<file path="config.mk">
export PLATFORM = sky130hd
export DESIGN_NAME = mem_arbiter
export DESIGN_NICKNAME = d
export VERILOG_FILES = /design/src/rtl/mem_arbiter.sv
export SDC_FILE = /design/constraint.sdc
export NUM_CORES = 1
export LEC_CHECK = 0
export CORE_ASPECT_RATIO = 1.1
export CORE_MARGIN = 2
export CORE_UTILIZATION = 48
export CTS_BUF_LIST = sky130_fd_sc_hd__clkbuf_8
export DETAILED_ROUTE_END_ITERATION = 8
export PLACE_DENSITY = 0.85
export SYNTH_ARGS = -nofsm -noshare
export SYNTH_HDL_FRONTEND = slang
export SYNTH_SLANG_ARGS = --single-unit
</file>
<file path="constraint.sdc">
create_clock -name clk -period 10.4 [get_ports clk]
set_input_delay 2.6 -clock clk [delete_from_list [all_inputs] [get_ports clk]]
set_output_delay 2.6 -clock clk [all_outputs]
set_load 0.02 [all_outputs]
</file>
<file path="src/rtl/mem_arbiter.sv">
// rtl/mem_arbiter.sv - two-port round-robin arbiter in front of a single-port
// fixed-latency memory; port 0 fetches instructions, port 1 reads/writes data.
module mem_arbiter #(
  parameter int LAT         = 1,
  parameter int DEPTH_BYTES = 1024
) (
  input  logic        clk,
  input  logic        rst,
  input  logic        req0,
  input  logic [31:0] addr0,
  output logic        ack0,
  output logic        err0,
  output logic [31:0] rdata0,
  input  logic        req1,
  input  logic        we1,
  input  logic [31:0] addr1,
  input  logic [31:0] wdata1,
  output logic        ack1,
  output logic        err1,
  output logic [31:0] rdata1,
  output logic        MemRead,
  output logic        MemWrite,
  output logic [31:0] addr,
  output logic [31:0] wd,
  input  logic [31:0] rd
);

  typedef enum logic [1:0] {
    S_IDLE,
    S_ACCESS,
    S_RESP
  } state_t;

  localparam logic [31:0] MAX_ADDR = 32'(DEPTH_BYTES - 4);
  localparam logic [3:0]  LAT_CNT  = 4'(LAT);

  state_t      r_state;
  state_t      w_next;
  logic [3:0]  r_cnt;
  logic        r_gnt;
  logic        r_last;
  logic        r_we;
  logic        r_err;
  logic [31:0] r_addr;
  logic [31:0] r_wdata;
  logic [31:0] r_rdata0;
  logic [31:0] r_rdata1;

  logic        w_any;
  logic        w_sel;
  logic        w_req_we;
  logic        w_illegal;
  logic        w_in_access;
  logic        w_last_cycle;
  logic [31:0] w_req_addr;
  logic [31:0] w_req_wdata;

  // r_last resets to port 1 so that port 0 wins the first tie.
  always_comb begin
    w_any = req0 | req1;
    if (req0 && req1) begin
      w_sel = ~r_last;
    end else begin
      w_sel = req1;
    end
    w_req_addr  = w_sel ? addr1 : addr0;
    w_req_we    = w_sel & we1;
    w_req_wdata = w_sel ? wdata1 : 32'd0;
    w_illegal   = (w_req_addr[1:0] != 2'b00) || (w_req_addr > MAX_ADDR);
  end

  assign w_in_access  = (r_state == S_ACCESS);
  assign w_last_cycle = w_in_access && (r_cnt == 4'd1);

  always_comb begin
    w_next = r_state;
    case (r_state)
      S_IDLE: begin
        if (w_any) begin
          w_next = w_illegal ? S_RESP : S_ACCESS;
        end
      end
      S_ACCESS: begin
        if (r_cnt == 4'd1) begin
          w_next = S_RESP;
        end
      end
      S_RESP:  w_next = S_IDLE;
      default: w_next = S_IDLE;
    endcase
  end

  always_ff @(posedge clk or posedge rst) begin
    if (rst) begin
      r_state  <= S_IDLE;
      r_cnt    <= 4'd0;
      r_gnt    <= 1'b0;
      r_last   <= 1'b1;
      r_we     <= 1'b0;
      r_err    <= 1'b0;
      r_addr   <= 32'd0;
      r_wdata  <= 32'd0;
      r_rdata0 <= 32'd0;
      r_rdata1 <= 32'd0;
    end else begin
      r_state <= w_next;
      case (r_state)
        S_IDLE: begin
          if (w_any) begin
            r_gnt   <= w_sel;
            r_last  <= w_sel;
            r_addr  <= w_req_addr;
            r_we    <= w_req_we;
            r_wdata <= w_req_wdata;
            r_err   <= w_illegal;
            r_cnt   <= w_illegal ? 4'd0 : LAT_CNT;
          end
        end
        S_ACCESS: begin
          r_cnt <= r_cnt - 4'd1;
          if (r_cnt == 4'd1 && !r_we) begin
            if (r_gnt) begin
              r_rdata1 <= rd;
            end else begin
              r_rdata0 <= rd;
            end
          end
        end
        default: begin
        end
      endcase
    end
  end

  // Strobes and bus values decode from registered state only.
  assign MemRead  = w_in_access & ~r_we;
  assign MemWrite = w_last_cycle & r_we;
  assign addr     = w_in_access ? r_addr : 32'd0;
  assign wd       = w_in_access ? r_wdata : 32'd0;

  assign ack0   = (r_state == S_RESP) && !r_gnt;
  assign ack1   = (r_state == S_RESP) && r_gnt;
  assign err0   = ack0 & r_err;
  assign err1   = ack1 & r_err;
  assign rdata0 = r_rdata0;
  assign rdata1 = r_rdata1;

endmodule

</file>
Word level (Yosys, flattened, before mapping) --
Cells that the tools add are included.
Operators by class: equal/unequal tests 5, reductions and logical operators 16, add/sub/neg operators 1, multiplexer cells 12, magnitude comparators 1, bitwise operators 9
Operator list (number):
- $mux 32 | 4
- $gt 32x10->1 const B | 1
- $pmux 4 s2 | 1
- $mux 2 | 3
- $reduce_and 2->1 | 3
- $reduce_and 3->1 | 2
- $and 1x1->1 | 5
- $logic_and 1x1->1 | 5
- $eq 4x1->1 const B | 1
- $mux 4 | 1
- $pmux 2 s2 | 1
- $reduce_bool 2->1 | 2
- $sub 4x1->4 const B | 1
- $not 1->1 | 3
- $eq 2x1->1 const B | 1
- $eq 2x2->1 const B | 1
- $logic_not 1->1 | 2
- $logic_not 2->1 | 1
- $mux 1 | 2
- $ne 2x1->1 const B | 1
- $ne 2x2->1 const B | 1
- $logic_or 1x1->1 | 1
- $or 1x1->1 | 1
Storage, ports and cells: flip-flop bits (word level) 138, output and inout bits 134

Logic depth before layout (Yosys ltp) --
Gate-level depths: netlist (run 1).
depth in word-level cells 8, gate-level depth with buffers 8

Least setup slack after synthesis (run 1) --
Ideal clock, no wire load.
path kind flip-flop to output port, start reg r_gnt, end out err0, data required time 7.800 ns, arrival 1.401 ns, path slack 6.399 ns, buffers on the path 0, stages on the path, launching flop included 3, path through dfrtp_1 -> nor3b_1 -> and2_1
On the way: word-level cells in the longest chain between the ends 3
Ends and longest elaborated chain:
- start, declared | line 40 | logic r_gnt;
- start signal, assigned | line 110 | r_gnt <= w_sel;
- $logic_not 1->1 | line 141 | assign ack0 = (r_state == S_RESP) && !r_gnt;
- $logic_and 1x1->1 | line 141
- named net ack0 | line 11 | output logic ack0,
- $and 1x1->1 | line 143 | assign err0 = ack0 & r_err;
- end, declared | line 12 | output logic err0,
The timed path passes the listed nets, and every way through them passes these cells.

Worst setup path in the final report (run 1) --
start reg r_state[1], end out wd[31]
On the way: word-level cells in the longest chain between the ends 2
Ends and longest elaborated chain:
- start, declared | line 37 | state_t r_state;
- start signal, assigned | line 106 | r_state <= w_next;
- $eq 2x1->1 | line 72 | assign w_in_access = (r_state == S_ACCESS);
- $mux 32 | line 139 | assign wd = w_in_access ? r_wdata : 32'd0;
- end, declared | line 24 | output logic [31:0] wd,
Every way passes these cells.

==> results of run 1 <==
-- area by class of cell --
cell class	count	area [sq um]
repair buffers	270	2690
fillers	837	3270
clock buffers	22	303
clock inverters	10	139
flip-flops and latches	138	3450
multi-input cells	313	2630
well taps	157	196
inverters	3	16.3
-- registers in the layout, summed over array words and instances, names as in the netlist --
name     count
r_last       1
r_we         1
r_gnt        1
r_state      2
rdata0      32
r_wdata     32
r_err        1
r_cnt        4
r_addr      32
rdata1      32
-- metal layers --
metal | vias up | track usage (%) | share of wire, %
met4 | 0 | 10.1 | 2.1
met3 | 30 | 7.10 | 7.9
li1 | 2218 | - | -
met5 | - | 0 | 0
met1 | 2331 | 29.3 | 39
met2 | 231 | 42.6 | 51
-- worst max path at each step --
stage | startpoint | depth (start not counted) | endpoint
after floorplan | rst | 1 | r_addr[0]
after global placement | r_state[1] | 3 | wd[31]
after detailed placement | r_state[1] | 3 | MemWrite
after CTS | r_state[1] | 3 | wd[31]
after global routing | r_state[1] | 3 | MemWrite
final | r_state[1] | 3 | wd[31]
-- metrics by stage --
step	setup slack, ps	util [%]	area [sq um]	std cells
after floorplan	4110	-	6310	486
after global placement	5590	70.8	8990	881
after detailed placement	5540	70.8	8990	881
after CTS	5050	74.3	9430	913
after global routing	4910	74.3	9430	913
final	5090	74.3	9430	913
-- cells in the mapped netlist (3+ instances only) --
master	n	area, sq um
mux2i_1	32	320
o21ai_0	36	180
mux2_2	14	158
nor4_1	12	75.1
a22o_1	33	289
clkbuf_1	12	45.0
nand2_1	34	128
mux2_4	51	766
nor2_1	4	15.0
inv_1	3	11.3
nor3_1	4	20.0
dfrtp_1	137	3430
and2_1	67	419
buf_12	3	60.1
buf_6	6	67.6
buf_2	9	45.0
-- worst max-delay path, stage by stage, from the launching register on --
cell and delay (ps):
dfrtp_1 440, and2b_2 890, and2_1 290, clkdlybuf4s50_1 630
-- cell usage in the layout (no fill, tap or decap), types with 2 or more instances in the layout --
cell             instances
mux2_4                  51
mux2i_1                 32
inv_1                    4
nand2_1                 34
mux2_2                  14
nor3_1                   4
clkinvlp_4               2
dfrtp_1                137
and2_1                  67
inv_6                    3
a22o_1                  33
clkbuf_8                22
nor2_1                   4
nor4_1                  12
buf_4                    4
nor2_8                   2
ha_1                     2
a21o_1                   2
a21oi_1                  2
bufinv_16                3
clkdlybuf4s50_1        266
o21ai_0                 36
-- kinds of logic after synthesis --
family | after synthesis | synth area share, %
flops | 138 | 54.7
fa+ha+maj | 2 | 0.397
mux | 97 | 19.7
compound gates | 77 | 8.35
xor+xnor | 2 | 0.278
simple gates | 135 | 12.7
buf+inv | 35 | 3.83
-- report_power, final --
part | switching, uW | internal [uW]
registers | 49.4 | 617
clock network | 204 | 270
logic | 141 | 176
total | 395 | 1060
==> tab_implementation.tex, run 1 <==
\begin{tabular}{lr}
\hline
Metric & Value \\
\hline
\multicolumn{2}{l}{\textbf{Outcome}} \\
\quad Status & complete, no violations \\
\multicolumn{2}{l}{\textbf{Floorplan}} \\
\quad Starting utilization of the core area & 49.7\% \\
\quad Floorplan die height & 124 um \\
\quad DIE WIDTH & 113 um \\
\quad I/O pin count & 267 \\
\quad Placement Rows & 43 \\
\quad Die footprint & 14100 sq um \\
\quad Area inside the core boundary & 12700 sq um \\
\multicolumn{2}{l}{\textbf{Synthesis}} \\
\quad Share of synthesized flip-flops with an asynchronous set or reset & 100\% \\
\quad Yosys Warn Count & 0 \\
\quad Distinct cells, synth & 41 \\
\quad Cell count after synthesis & 486 \\
\quad Number of synthesized flops with an enable pin & 0 \\
\quad Mean instance size in the synthesized netlist & 13.0 sq um \\
\quad Most common flop cell mapped by yosys & dfrtp\_1 \\
\quad Synthesized cell area & 6310 sq um \\
\quad Flip-flop and latch count after synthesis & 138 \\
\quad Syn nets & 621 \\
\quad Part of the Yosys area used for sequential elements & 54.7\% \\
\multicolumn{2}{l}{\textbf{Detailed routing}} \\
\quad Final antenna-violating net count & 0 \\
\quad Total number of vias & 4810 \\
\quad Initial detailed-routing violation count & 271 \\
\quad Number of design rule violations left after detail routing & 0 \\
\quad Overall routed net length & 17300 um \\
\quad Detailed Routing Iterations Pass 1 & 4 \\
\quad Ratio of routed vias to standard cells & 5.27 \\
\quad Routed wirelength normalized by instance count & 18.9 um \\
\multicolumn{2}{l}{\textbf{Setup path}} \\
\quad Maximum fanout count along the critical path & 68 \\
\quad Reg-to-reg setup timing slack & 8240 ps \\
\quad Data arrival at the endpoint of the critical path & 2710 ps \\
\quad Startpoint of the most critical register-to-register path & r\_cnt[1] \\
\quad Depth of the worst register-to-register path & 7 \\
\quad Category of the worst setup path capture point & primary output \\
\quad Endpoint of the lowest-slack register-to-register path & rdata0[30] \\
\quad Critical Path RT & 7800 ps \\
\quad Crit Path Category & flop to primary output \\
\quad Startpoint type of the worst setup path & flop \\
\multicolumn{2}{l}{\textbf{Clock tree}} \\
\quad Clock slew at reported path FFs & 70 ps \\
\quad Hold-fix buffer count after cts & 0 \\
\quad CTS tree & built \\
\quad Clock network latency to the later pin of the worst-skew pair & 440 ps \\
\quad Clock Root Buffer & clkbuf\_8 \\
\quad Number of levels in the clock H-tree & 4 \\
\quad Resized cells post-CTS & 0 \\
\quad Post-CTS setup repair buffer count & 0 \\
\quad Worst-case clock buffer depth & 2 \\
\quad Clock tree sinks & 138 \\
\quad Number of clock buffers inserted by TritonCTS & 17 \\
\multicolumn{2}{l}{\textbf{Finish}} \\
\quad Share of post-route cells with drive strength above 1 & 14.7\% \\
\quad Area grow syn2layout & 49.4\% \\
\quad Number of nets at the end of the flow & 878 \\
\quad Ant diodes & 0 \\
\multicolumn{2}{l}{\textbf{Min path}} \\
\quad WHS Path Cells & 2 \\
\quad Class of the tightest hold or removal check & flop to flop \\
\quad Hold Path Origin & r\_addr[16] \\
\quad Hold Path End & r\_addr[16] \\
\multicolumn{2}{l}{\textbf{Timing}} \\
\quad Fmax achieved & 0.188 GHz \\
\quad Slew Limit Fails & 0 \\
\quad Worst Max-Slew Pin Slew & 984 ps \\
\quad Setup repair after global routing missed its margin & no \\
\quad Period utilization & 51.1\% \\
\quad Post-route minimum period & 5310 ps \\
\quad Setup Skew & 10.6 ps \\
\quad Aggregate negative setup slack & 0 ps \\
\quad Final-report setup violation count & 0 \\
\quad Relative max-transition margin & 34.4\% \\
\quad Min Hold Slack & 473 ps \\
\quad Final hold viol count & 0 \\
\multicolumn{2}{l}{\textbf{Global routing}} \\
\quad Vias in the first global route & 5079 \\
\quad First-pass GRT wire length & 27300 um \\
\quad Largest net degree at the start of global routing & 101 \\
\quad Number of antenna violations at the first check in global routing & 0 \\
\quad Total gr overflow & 0 \\
\quad Overall global routing resource usage & 24.9\% \\
\multicolumn{2}{l}{\textbf{Place}} \\
\quad Half-perimeter wire length of the detailed placement result & 12500 um \\
\quad Port Buffers & 266 \\
\quad Global placement routability congestion & 0.844 \\
\multicolumn{2}{l}{\textbf{Power and ir drop}} \\
\quad Static Leak & 0.00417 uW \\
\quad Worst voltage drop across the vdd grid & 0.0750 mV \\
\quad Post-layout total power & 1460 uW \\
\quad Power per cell area & 155 nW/um\^{}2 \\
\multicolumn{2}{l}{\textbf{Job}} \\
\quad Number of max-cap violations & 0 \\
\hline
\end{tabular}
(Power assumes the default switching activity.)
==> run 2: changes to the inputs <==
--- a/config.mk
+++ b/config.mk
@@ -7,10 +7,10 @@
 export LEC_CHECK = 0
 export CORE_ASPECT_RATIO = 1.1
 export CORE_MARGIN = 2
-export CORE_UTILIZATION = 48
+export CORE_UTILIZATION = 40
 export CTS_BUF_LIST = sky130_fd_sc_hd__clkbuf_8
 export DETAILED_ROUTE_END_ITERATION = 8
-export PLACE_DENSITY = 0.85
+export PLACE_DENSITY = 0.75
 export SYNTH_ARGS = -nofsm -noshare
 export SYNTH_HDL_FRONTEND = slang
 export SYNTH_SLANG_ARGS = --single-unit
==> constraint.sdc (replaced) <==
create_clock -name clk -period 4.3 [get_ports clk]
set_input_delay 1.075 -clock clk [delete_from_list [all_inputs] [get_ports clk]]
set_output_delay 1.075 -clock clk [all_outputs]
set_load 0.02 [all_outputs]
==> tab_implementation.tex, run 2 (synthesis results as in run 1) <==
\begin{tabular}{lr}
\hline
Metric & Value \\
\hline
\multicolumn{2}{l}{\textbf{Clock tree}} \\
\quad Resized cells post-CTS & 0 (unchanged) \\
\quad Clock network latency to the later pin of the worst-skew pair & 450 ps (was 440 ps) \\
\quad Post-CTS setup repair buffer count & 0 (unchanged) \\
\quad Clock tree sinks & 138 (unchanged) \\
\quad Hold-fix buffer count after cts & 0 (unchanged) \\
\quad Number of levels in the clock H-tree & 4 (unchanged) \\
\quad Clock Root Buffer & clkbuf\_8 (unchanged) \\
\quad Number of clock buffers inserted by TritonCTS & 17 (unchanged) \\
\quad Worst-case clock buffer depth & 2 (unchanged) \\
\quad CTS tree & built (unchanged) \\
\quad Clock slew at reported path FFs & 80 ps (was 70 ps) \\
\multicolumn{2}{l}{\textbf{Setup path}} \\
\quad Delay contributed by the slowest stage of the critical path & 600 ps (was 890 ps) \\
\quad Data arrival at the endpoint of the critical path & 2720 ps (was 2710 ps) \\
\quad Category of the worst setup path capture point & primary output (unchanged) \\
\quad Slowest-stage cell, CP & clkdlybuf4s50\_1 (was and2b\_2) \\
\quad Startpoint type of the worst setup path & flop (unchanged) \\
\quad Worst Setup EP & wd[6] (was wd[31]) \\
\quad Depth of the worst register-to-register path & 7 (unchanged) \\
\quad Startpoint of the most critical register-to-register path & r\_cnt[1] (unchanged) \\
\quad Maximum fanout count along the critical path & 39 (was 68) \\
\quad Worst setup startpoint & r\_state[0] (was r\_state[1]) \\
\quad Crit Path Category & flop to primary output (unchanged) \\
\quad Critical Path RT & 3220 ps (was 7800 ps) \\
\quad Reg-to-reg setup timing slack & 2130 ps (was 8240 ps) \\
\quad Crit-path cells & and2b\_2 -> buf\_4 -> and2\_1 -> clkdlybuf4s50\_1 (was and2b\_2 -> and2\_1 -> clkdlybuf4s50\_1) \\
\quad Endpoint of the lowest-slack register-to-register path & rdata0[29] (was rdata0[30]) \\
\multicolumn{2}{l}{\textbf{Detailed routing}} \\
\quad Ratio of routed vias to standard cells & 4.97 (was 5.27) \\
\quad Number of design rule violations left after detail routing & 0 (unchanged) \\
\quad Total number of vias & 4756 (was 4810) \\
\quad Routed wirelength normalized by instance count & 17.4 um (was 18.9 um) \\
\quad Overall routed net length & 16600 um (was 17300 um) \\
\quad Final antenna-violating net count & 0 (unchanged) \\
\quad Detailed Routing Iterations Pass 1 & 4 (unchanged) \\
\quad Initial detailed-routing violation count & 203 (was 271) \\
\multicolumn{2}{l}{\textbf{Finish}} \\
\quad Area grow syn2layout & 50.0\% (was 49.4\%) \\
\quad Combined flip-flop and latch cell area & 3450 sq um (unchanged) \\
\quad Share of post-route cells with drive strength above 1 & 15.1\% (was 14.7\%) \\
\quad Ant diodes & 0 (unchanged) \\
\quad Count of filler cells inserted in the layout & 1237 (was 837) \\
\quad Number of nets at the end of the flow & 881 (was 878) \\
\quad Final cell area excluding filler cells & 9470 sq um (was 9430 sq um) \\
\quad Filler-free cell count of the finished design & 957 (was 913) \\
\quad Most used cells in the layout excluding fill and tap cells & clkdlybuf4s50\_1, dfrtp\_1, and2\_1, mux2\_4, o21ai\_0 (unchanged) \\
\quad Multi-input gate area & 2630 sq um (unchanged) \\
\quad Commonest non-fill, non-tap cell in the layout & clkdlybuf4s50\_1 (unchanged) \\
\multicolumn{2}{l}{\textbf{Power and ir drop}} \\
\quad Switching power as a share of total power & 27.6\% (was 27.1\%) \\
\quad Share of total power in combinational logic & 22.3\% (was 21.7\%) \\
\quad Post-layout total power & 3420 uW (was 1460 uW) \\
\quad Power per cell area & 361 nW/um\^{}2 (was 155 nW/um\^{}2) \\
\quad P\_int & 2480 uW (was 1060 uW) \\
\quad Worst voltage drop across the vdd grid & 0.196 mV (was 0.0750 mV) \\
\quad Sequential fraction of design power & 47.0\% (was 45.7\%) \\
\quad Static Leak & 0.00415 uW (was 0.00417 uW) \\
\quad Portion of total power attributed to the clock network & 30.7\% (was 32.5\%) \\
\quad Net Switching & 943 uW (was 395 uW) \\
\multicolumn{2}{l}{\textbf{Floorplan}} \\
\quad I/O pin count & 267 (unchanged) \\
\quad Placement Rows & 48 (was 43) \\
\quad Die footprint & 16800 sq um (was 14100 sq um) \\
\quad Starting utilization of the core area & 40.6\% (was 49.7\%) \\
\quad DIE WIDTH & 124 um (was 113 um) \\
\quad Area inside the core boundary & 15600 sq um (was 12700 sq um) \\
\quad Floorplan die height & 136 um (was 124 um) \\
\multicolumn{2}{l}{\textbf{Place}} \\
\quad Global placement routability congestion & 0.811 (was 0.844) \\
\quad Port Buffers & 266 (unchanged) \\
\quad Half-perimeter wire length of the detailed placement result & 12400 um (was 12500 um) \\
\quad Cell count after placement & 927 (was 881) \\
\quad Post-placement cell area & 9070 sq um (was 8990 sq um) \\
\multicolumn{2}{l}{\textbf{Timing}} \\
\quad Setup Skew & 9.70 ps (was 10.6 ps) \\
\quad Final hold viol count & 0 (unchanged) \\
\quad Fmax achieved & 0.264 GHz \\
\quad Relative max-transition margin & 40.6\% (was 34.4\%) \\
\quad Worst Max-Slew Pin Slew & 889 ps (was 984 ps) \\
\quad Final-report setup violation count & 0 (unchanged) \\
\quad Slew Limit Fails & 0 (unchanged) \\
\quad Setup repair after global routing missed its margin & no (unchanged) \\
\quad Aggregate negative setup slack & 0 ps (unchanged) \\
\quad Post-route minimum period & 3790 ps \\
\quad Period utilization & 88.2\% \\
\multicolumn{2}{l}{\textbf{Global routing}} \\
\quad Total gr overflow & 0 (unchanged) \\
\quad Vias in the first global route & 4989 (was 5079) \\
\quad First-pass GRT wire length & 25800 um (was 27300 um) \\
\quad Overall global routing resource usage & 20.1\% (was 24.9\%) \\
\quad Largest net degree at the start of global routing & 55 (was 101) \\
\quad Number of antenna violations at the first check in global routing & 0 (unchanged) \\
\multicolumn{2}{l}{\textbf{Outcome}} \\
\quad Status & complete, no violations (unchanged) \\
\multicolumn{2}{l}{\textbf{Job}} \\
\quad Number of max-cap violations & 0 (unchanged) \\
\multicolumn{2}{l}{\textbf{Min path}} \\
\quad Class of the tightest hold or removal check & flop to flop (unchanged) \\
\hline
\end{tabular}
run 2: power groups by stage:
stage	clock network (uW)	logic [uW]	registers (uW)
floorplan	0	325	1690
global placement	0	749	1620
detailed placement	0	771	1630
CTS	1080	771	1610
global route	1130	826	1630
finish	1050	762	1610
run 2: cell type report:
| type | count | area share [%] |
|---|---|---|
| flip-flops and latches | 138 | 36.5 |
| repair buffers | 273 | 28.8 |
| clock buffers | 20 | 2.91 |
| well taps | 200 | 2.64 |
| inverters | 3 | 0.159 |
| clock inverters | 10 | 1.24 |
| multi-input cells | 313 | 27.7 |
run 2: how the worst min path moves through the flow:
stage	start	end	slack [ps]	depth (start not counted)
after global placement	r_addr[6]	r_addr[6]	450	2
after detailed placement	r_addr[24]	r_addr[24]	470	2
after global routing	r_addr[13]	r_addr[13]	510	2
after floorplan	r_addr[0]	r_addr[0]	440	2
final	r_addr[24]	r_addr[24]	480	2
after CTS	r_addr[24]	r_addr[24]	480	2
run 2: per-layer routing:
metal | GRT usage [%] | wire length (um) | share of wire, % | vias up
met5 | 0 | 0 | 0 | -
met4 | 8.21 | 334 | 2.0 | 0
met3 | 5.39 | 1200 | 7.2 | 28
met2 | 33.2 | 7960 | 48 | 194
met1 | 24.8 | 7120 | 43 | 2310
li1 | - | - | - | 2224
run 2: through the flow:
| step | util, % | hold WS [ps] | setup WS (ps) |
|---|---|---|---|
| after floorplan | - | 442 | 1500 |
| after global placement | 58.3 | 454 | 1010 |
| after detailed placement | 58.3 | 466 | 977 |
| after CTS | 60.9 | 483 | 461 |
| after global routing | 60.9 | 508 | 313 |
| final | 60.9 | 477 | 507 |
run 2: critical path: cells and delay by family, from the launching register on:
family        cells  cell delay [ps]
flops             1              490
buf+inv           2              970
simple gates      2              780
==> run 3: changes to the inputs <==
--- a/config.mk
+++ b/config.mk
@@ -10,6 +10,7 @@
 export CORE_UTILIZATION = 40
 export CTS_BUF_LIST = sky130_fd_sc_hd__clkbuf_8
 export DETAILED_ROUTE_END_ITERATION = 8
+export HOLD_SLACK_MARGIN = 0.15
 export PLACE_DENSITY = 0.75
 export SYNTH_ARGS = -nofsm -noshare
 export SYNTH_HDL_FRONTEND = slang
==> results of run 3 <==
No change in the layout: final DEF, timing and power equal those of run 2.
